File: src/rtl/nlms_pkg.sv
// Shared types for the NLMS BRAM sequencer: FSM state encoding and sweep mode constants.
// Imported by the scheduler and available to the bench.
package nlms_pkg;

  typedef enum logic [2:0] {
    S_IDLE,
    S_F_RD,
    S_F_DRAIN,
    S_U_RD,
    S_U_WR,
    S_U_FLUSH
  } sched_state_e;

  localparam logic MODE_FILTER = 1'b0;
  localparam logic MODE_UPDATE = 1'b1;

  // Width helper: a zero-bit counter or index is carried as one always-zero bit.
  function automatic int max1(input int v);
    return (v < 1) ? 1 : v;
  endfunction

endpackage

File: src/rtl/nlms_bram_sched.sv
// Sequences filter (read-only) and update (read then per-word write-back) sweeps over one coefficient BRAM.
// Read data valid 1 cycle after re; writes land 1 cycle after upd handshake; dp_ready only gates read issue.
module nlms_bram_sched
  import nlms_pkg::*;
#(
  parameter int LOG2_HEIGHT            = 5,
  parameter int WORD_WIDTH             = 16,
  parameter int LOG2_RD_PORT_NUM_WORDS = 2,
  localparam int ADDR_WIDTH            = LOG2_HEIGHT,
  localparam int BLK_WIDTH             = max1(LOG2_HEIGHT - LOG2_RD_PORT_NUM_WORDS)
) (
  input  logic                  clk,
  input  logic                  nrst,
  input  logic                  start,
  input  logic                  mode,
  output logic                  busy,
  output logic                  done,
  input  logic                  dp_ready,
  output logic                  rd_valid,
  output logic                  rd_last,
  output logic [BLK_WIDTH-1:0]  rd_blk,
  output logic                  re,
  output logic [ADDR_WIDTH-1:0] raddr,
  input  logic                  upd_valid,
  input  logic [WORD_WIDTH-1:0] upd_data,
  output logic                  upd_ready,
  output logic                  en_wport,
  output logic                  we,
  output logic [ADDR_WIDTH-1:0] waddr,
  output logic [WORD_WIDTH-1:0] wdata
);

  localparam int N       = 2 ** LOG2_RD_PORT_NUM_WORDS;
  localparam int NB      = 2 ** (LOG2_HEIGHT - LOG2_RD_PORT_NUM_WORDS);
  localparam int K_WIDTH = max1(LOG2_RD_PORT_NUM_WORDS);

  localparam logic [BLK_WIDTH-1:0] BLK_LAST = BLK_WIDTH'(NB - 1);
  localparam logic [K_WIDTH-1:0]   K_LAST   = K_WIDTH'(N - 1);

  sched_state_e state, state_nxt;

  logic [BLK_WIDTH-1:0]  blk;
  logic [K_WIDTH-1:0]    k;
  logic [ADDR_WIDTH-1:0] blk_base;
  logic [ADDR_WIDTH-1:0] wr_addr;
  logic                  blk_last;
  logic                  k_last;
  logic                  upd_fire;
  logic                  go;
  logic                  sweep_end;
  logic                  blk_inc;
  logic                  k_inc;
  logic                  k_clr;
  logic                  rd_last_nxt;

  // Block base is blk*N; the word index fills the low bits, so the shift is a pure concatenation.
  assign blk_base = ADDR_WIDTH'(blk) << LOG2_RD_PORT_NUM_WORDS;
  assign wr_addr  = blk_base | ADDR_WIDTH'(k);
  assign raddr    = blk_base;
  assign blk_last = (blk == BLK_LAST);
  assign k_last   = (k == K_LAST);
  assign upd_fire = upd_valid && upd_ready;
  assign we       = en_wport;

  always_ff @(posedge clk or negedge nrst) begin
    if (!nrst) begin
      state <= S_IDLE;
    end else begin
      state <= state_nxt;
    end
  end

  always_comb begin
    state_nxt   = state;
    re          = 1'b0;
    upd_ready   = 1'b0;
    go          = 1'b0;
    sweep_end   = 1'b0;
    blk_inc     = 1'b0;
    k_inc       = 1'b0;
    k_clr       = 1'b0;
    rd_last_nxt = 1'b0;
    case (state)
      S_IDLE: begin
        if (start) begin
          go        = 1'b1;
          state_nxt = (mode == MODE_FILTER) ? S_F_RD : S_U_RD;
        end
      end
      S_F_RD: begin
        re          = dp_ready;
        rd_last_nxt = blk_last;
        if (dp_ready) begin
          if (blk_last) begin
            state_nxt = S_F_DRAIN;
          end else begin
            blk_inc = 1'b1;
          end
        end
      end
      S_F_DRAIN: begin
        sweep_end = 1'b1;
        state_nxt = S_IDLE;
      end
      S_U_RD: begin
        re          = dp_ready;
        rd_last_nxt = blk_last;
        if (dp_ready) begin
          k_clr     = 1'b1;
          state_nxt = S_U_WR;
        end
      end
      S_U_WR: begin
        upd_ready = 1'b1;
        if (upd_valid) begin
          if (k_last) begin
            k_clr = 1'b1;
            if (blk_last) begin
              state_nxt = S_U_FLUSH;
            end else begin
              blk_inc   = 1'b1;
              state_nxt = S_U_RD;
            end
          end else begin
            k_inc = 1'b1;
          end
        end
      end
      S_U_FLUSH: begin
        sweep_end = 1'b1;
        state_nxt = S_IDLE;
      end
      default: begin
        state_nxt = S_IDLE;
      end
    endcase
  end

  always_ff @(posedge clk or negedge nrst) begin
    if (!nrst) begin
      blk <= '0;
      k   <= '0;
    end else if (go) begin
      blk <= '0;
      k   <= '0;
    end else begin
      if (blk_inc) begin
        blk <= blk + BLK_WIDTH'(1);
      end
      if (k_clr) begin
        k <= '0;
      end else if (k_inc) begin
        k <= k + K_WIDTH'(1);
      end
    end
  end

  // done is registered so it trails the final read/write by one cycle; busy drops on the same edge.
  always_ff @(posedge clk or negedge nrst) begin
    if (!nrst) begin
      busy <= 1'b0;
      done <= 1'b0;
    end else begin
      done <= sweep_end;
      if (go) begin
        busy <= 1'b1;
      end else if (sweep_end) begin
        busy <= 1'b0;
      end
    end
  end

  always_ff @(posedge clk or negedge nrst) begin
    if (!nrst) begin
      rd_valid <= 1'b0;
      rd_last  <= 1'b0;
      rd_blk   <= '0;
    end else begin
      rd_valid <= re;
      rd_last  <= re && rd_last_nxt;
      if (re) begin
        rd_blk <= blk;
      end
    end
  end

  always_ff @(posedge clk or negedge nrst) begin
    if (!nrst) begin
      en_wport <= 1'b0;
      waddr    <= '0;
      wdata    <= '0;
    end else begin
      en_wport <= upd_fire;
      if (upd_fire) begin
        waddr <= wr_addr;
        wdata <= upd_data;
      end
    end
  end

endmodule

File: config.mk
export PLATFORM = sky130hd
export DESIGN_NAME = nlms_bram_sched
export DESIGN_NICKNAME = d
export VERILOG_FILES = /design/src/rtl/nlms_pkg.sv /design/src/rtl/nlms_bram_sched.sv
export SDC_FILE = /design/constraint.sdc
export NUM_CORES = 1
export LEC_CHECK = 0
export CORE_ASPECT_RATIO = 1.2
export CORE_MARGIN = 3
export CORE_UTILIZATION = 47
export DETAILED_ROUTE_END_ITERATION = 10
export PLACE_DENSITY = 0.94
export SLEW_MARGIN = 10
export SYNTH_ARGS = -nofsm -noshare
export SYNTH_HDL_FRONTEND = slang
export SYNTH_SLANG_ARGS = --single-unit
export TNS_END_PERCENT = 10
File: constraint.sdc
create_clock -name clk -period 4.4 [get_ports clk]
set_clock_uncertainty 0.05 [all_clocks]
set_input_delay 0.44 -clock clk [delete_from_list [all_inputs] [get_ports clk]]
set_output_delay 0.44 -clock clk [all_outputs]
set_load 0.03 [all_outputs]
==> metrics.txt <==
Relative slew margins 44.06%; number of antenna-violating nets in the routed design 0; post-layout instance count excluding filler cells 213; Pleak 1.011 nW; first-iteration detailed-routing DRC count 50; Synth cell types 32; number of setup buffers added after CTS 0; number of sinks handled by clock tree synthesis 37; vias in the first global route 1231; capturing element type of the critical path primary output; worst ir drop on vdd 0.4974 mV; final cell utilization of the core 69.63%; commonest non-fill, non-tap cells in the layout sky130_fd_sc_hd__clkdlybuf4s50_1 (55), sky130_fd_sc_hd__dfrtp_1 (37), sky130_fd_sc_hd__mux2_2 (22); overflow left after global routing 0; number of synthesis warnings 0; routed length per instance 16.62 um; Final Slew Violations 0; clock transition at the register clock pins on the worst setup and hold paths after CTS 0.11 ns; growth of design area from synthesis to finish 35.96%; largest fanout on the critical path 8; netlist area before placement 1635 um2; fraction of layout cells with a size suffix above 1 19.77%; result of the run complete, no violations; ANT cells 0; number of vias after detailed routing 1137; Core Box Area 3193 um2; Hold Buf Count CTS 0; die boundary width 59.85 um; power per cell area 692.7 nW/um2; floorplan die height 70.62 um; met2 wirelength from detailed routing 1.900 mm; # Max-Cap Violations 0; crit path time final 2.577 ns; Fmax achieved 388.1 MHz; Power, Total 1.540 mW; switching power total 626.3 uW; buffer cell driving the clock tree root sky130_fd_sc_hd__clkbuf_4; gp weighted congestion 0.8300; sequential share of the synthesized area 56.62%; portion of total power attributed to sequential cells 37.5%; hold violation total from the final report 0; pin count of the biggest net entering global routing 38; DRT Wirelength 3.539 mm; Synth Register Bits 37; Fill cells 238; share of the synthesized area in the top cell type 56.62%; detailed-routing wirelength on met1 1.331 mm; leading register cell type out of synthesis sky130_fd_sc_hd__dfrtp_1; final cycle utilization of the critical path 58.56%; highest routing layer actually used met4; # IOs 59; crit path kind in -> out; CTS tree yes; DRC Markers 0; cell type with the largest total area after synthesis sky130_fd_sc_hd__dfrtp_1; part of the total power dissipated in combinational logic 49.6%; CTS resizes 0; Die Outline Area 4226 um2; Pre-Repair DR Iteration Count 4; input/output buffers 56; first-pass GRT wire length 5.892 mm; pin slew with the least headroom to its limit 0.8378 ns; Inserted Clock Buffers 5; Detail Route met3 WL 214 um; Max clock buf depth 2; placement row count 22; source-to-sink clock delay at the later pin of the worst-skew pair 0.34 ns; fraction of power spent switching nets 40.66%; proportion of synthesized flip-flops having asynchronous set or reset 100.0%; top cells by area, synth sky130_fd_sc_hd__dfrtp_1 (57%), sky130_fd_sc_hd__mux2_2 (15%), sky130_fd_sc_hd__mux2i_1 (2.4%); initial antenna violation count 0; most common cell after layout, fill and taps aside sky130_fd_sc_hd__clkdlybuf4s50_1; Final Setup Violations 0; global router's overall resource usage 18.86%; DR vias/cell 5.338; final-stage net count 201; post-synthesis area per instance 13.52 um2; arrival time reported for the critical path endpoint 2.09 ns; clock power share 12.9%; cell internal pwr 913.9 uW; unrepaired setup endpoints after global routing false; Initial Util 51.21%; startpoint types primary input; cells after synthesis 121; CTS H-tree depth 2; Placed Instances 205; placed wire-length estimate 2.704 mm; required time at the endpoint of the critical path 3.91 ns; Post-Route Setup TNS 0 ns; number of synthesized flops with an enable pin 0; Hold/Removal Path Class in -> async
==> synth_stat cells (all sizes together), types with 2 or more instances <==
| library cell | count |
|---|---|
| dfrtp | 37 |
| mux2 | 24 |
| buf | 9 |
| inv | 5 |
| nand2 | 5 |
| mux2i | 4 |
| nor2 | 4 |
| a21oi | 3 |
| ha | 3 |
| nand3 | 3 |
| nor2b | 3 |
| o21ai | 3 |
| and2 | 2 |
| nand2b | 2 |
| nand3b | 2 |
==> critical path, stage by stage <==
cell and delay [ns]:
sky130_fd_sc_hd__clkdlybuf4s50_1 0.53, sky130_fd_sc_hd__and3b_1 0.38, sky130_fd_sc_hd__clkdlybuf4s50_1 0.74
==> path summary, 6_finish.rpt <==
kind | from | to | slack, ns | cells after the start
min in group clk | wdata[1] | wdata[1] | 0.44 | 1
max reg2reg | state[2] | waddr[3] | 2.16 | 3
max in group asynchronous | nrst | k[0] | 3.68 | 1
min reg2reg | wdata[1] | wdata[1] | 0.44 | 1
min | nrst | rd_last | 0.13 | 1
max | dp_ready | re | 1.82 | 3
==> through the flow <==
step,hold slack (ns),worst slack (ns),instance area (um2)
2_1_floorplan,0.09441,2.800,1639
3_3_place_gp,0.4197,1.868,2153
3_5_place_dp,0.4237,1.794,2153
4_1_cts,0.1250,1.831,2223
5_1_grt,0.1559,1.755,2223
6_report,0.1282,1.823,2223
==> power groups by stage <==
stage / registers (mW) / logic, mW / clock network [mW]
2_1_floorplan: 0.774 / 0.260 / 0
3_3_place_gp: 0.571 / 0.741 / 0
3_5_place_dp: 0.585 / 0.770 / 0
4_1_cts: 0.579 / 0.773 / 0.207
5_1_grt: 0.602 / 0.805 / 0.221
6_report: 0.577 / 0.765 / 0.198
==> registers in the layout, indices dropped and copies added, names as in the netlist <==
signal and flops:
k 2, wdata 16, done 1, en_wport 1
busy 1, waddr 5, rd_last 1, state 3
blk 3, rd_valid 1, rd_blk 3
==> area by class of cell <==
cell class | instances | area [um2] | area share, %
Tap cell | 36 | 45.04 | 2.026
Inverter | 5 | 18.77 | 0.8441
Clock buffer | 7 | 65.06 | 2.926
Clock inverter | 1 | 5.005 | 0.2251
Multi-Input combinational cell | 70 | 600.6 | 27.01
Sequential cell | 37 | 925.9 | 41.64
Timing Repair Buffer | 57 | 563.0 | 25.32
==> logic make-up after synthesis <==
group	synth area share (%)
and+or+nand+nor	10.33
DFF	56.62
muxes	18.97
other	0.2293
AOI/OAI and AO/OA	4.667
buffers and inverters	6.886
adders and majority gates	2.296
==> per-layer routing <==
metal  vias to the layer above  global-route usage (%)
met4                         0                   8.374
li1                        521                       -
met3                         8                   6.204
met1                       563                   22.49
met5                         -                       0
met2                        45                   30.41
Power figures use the tool's default switching activity.
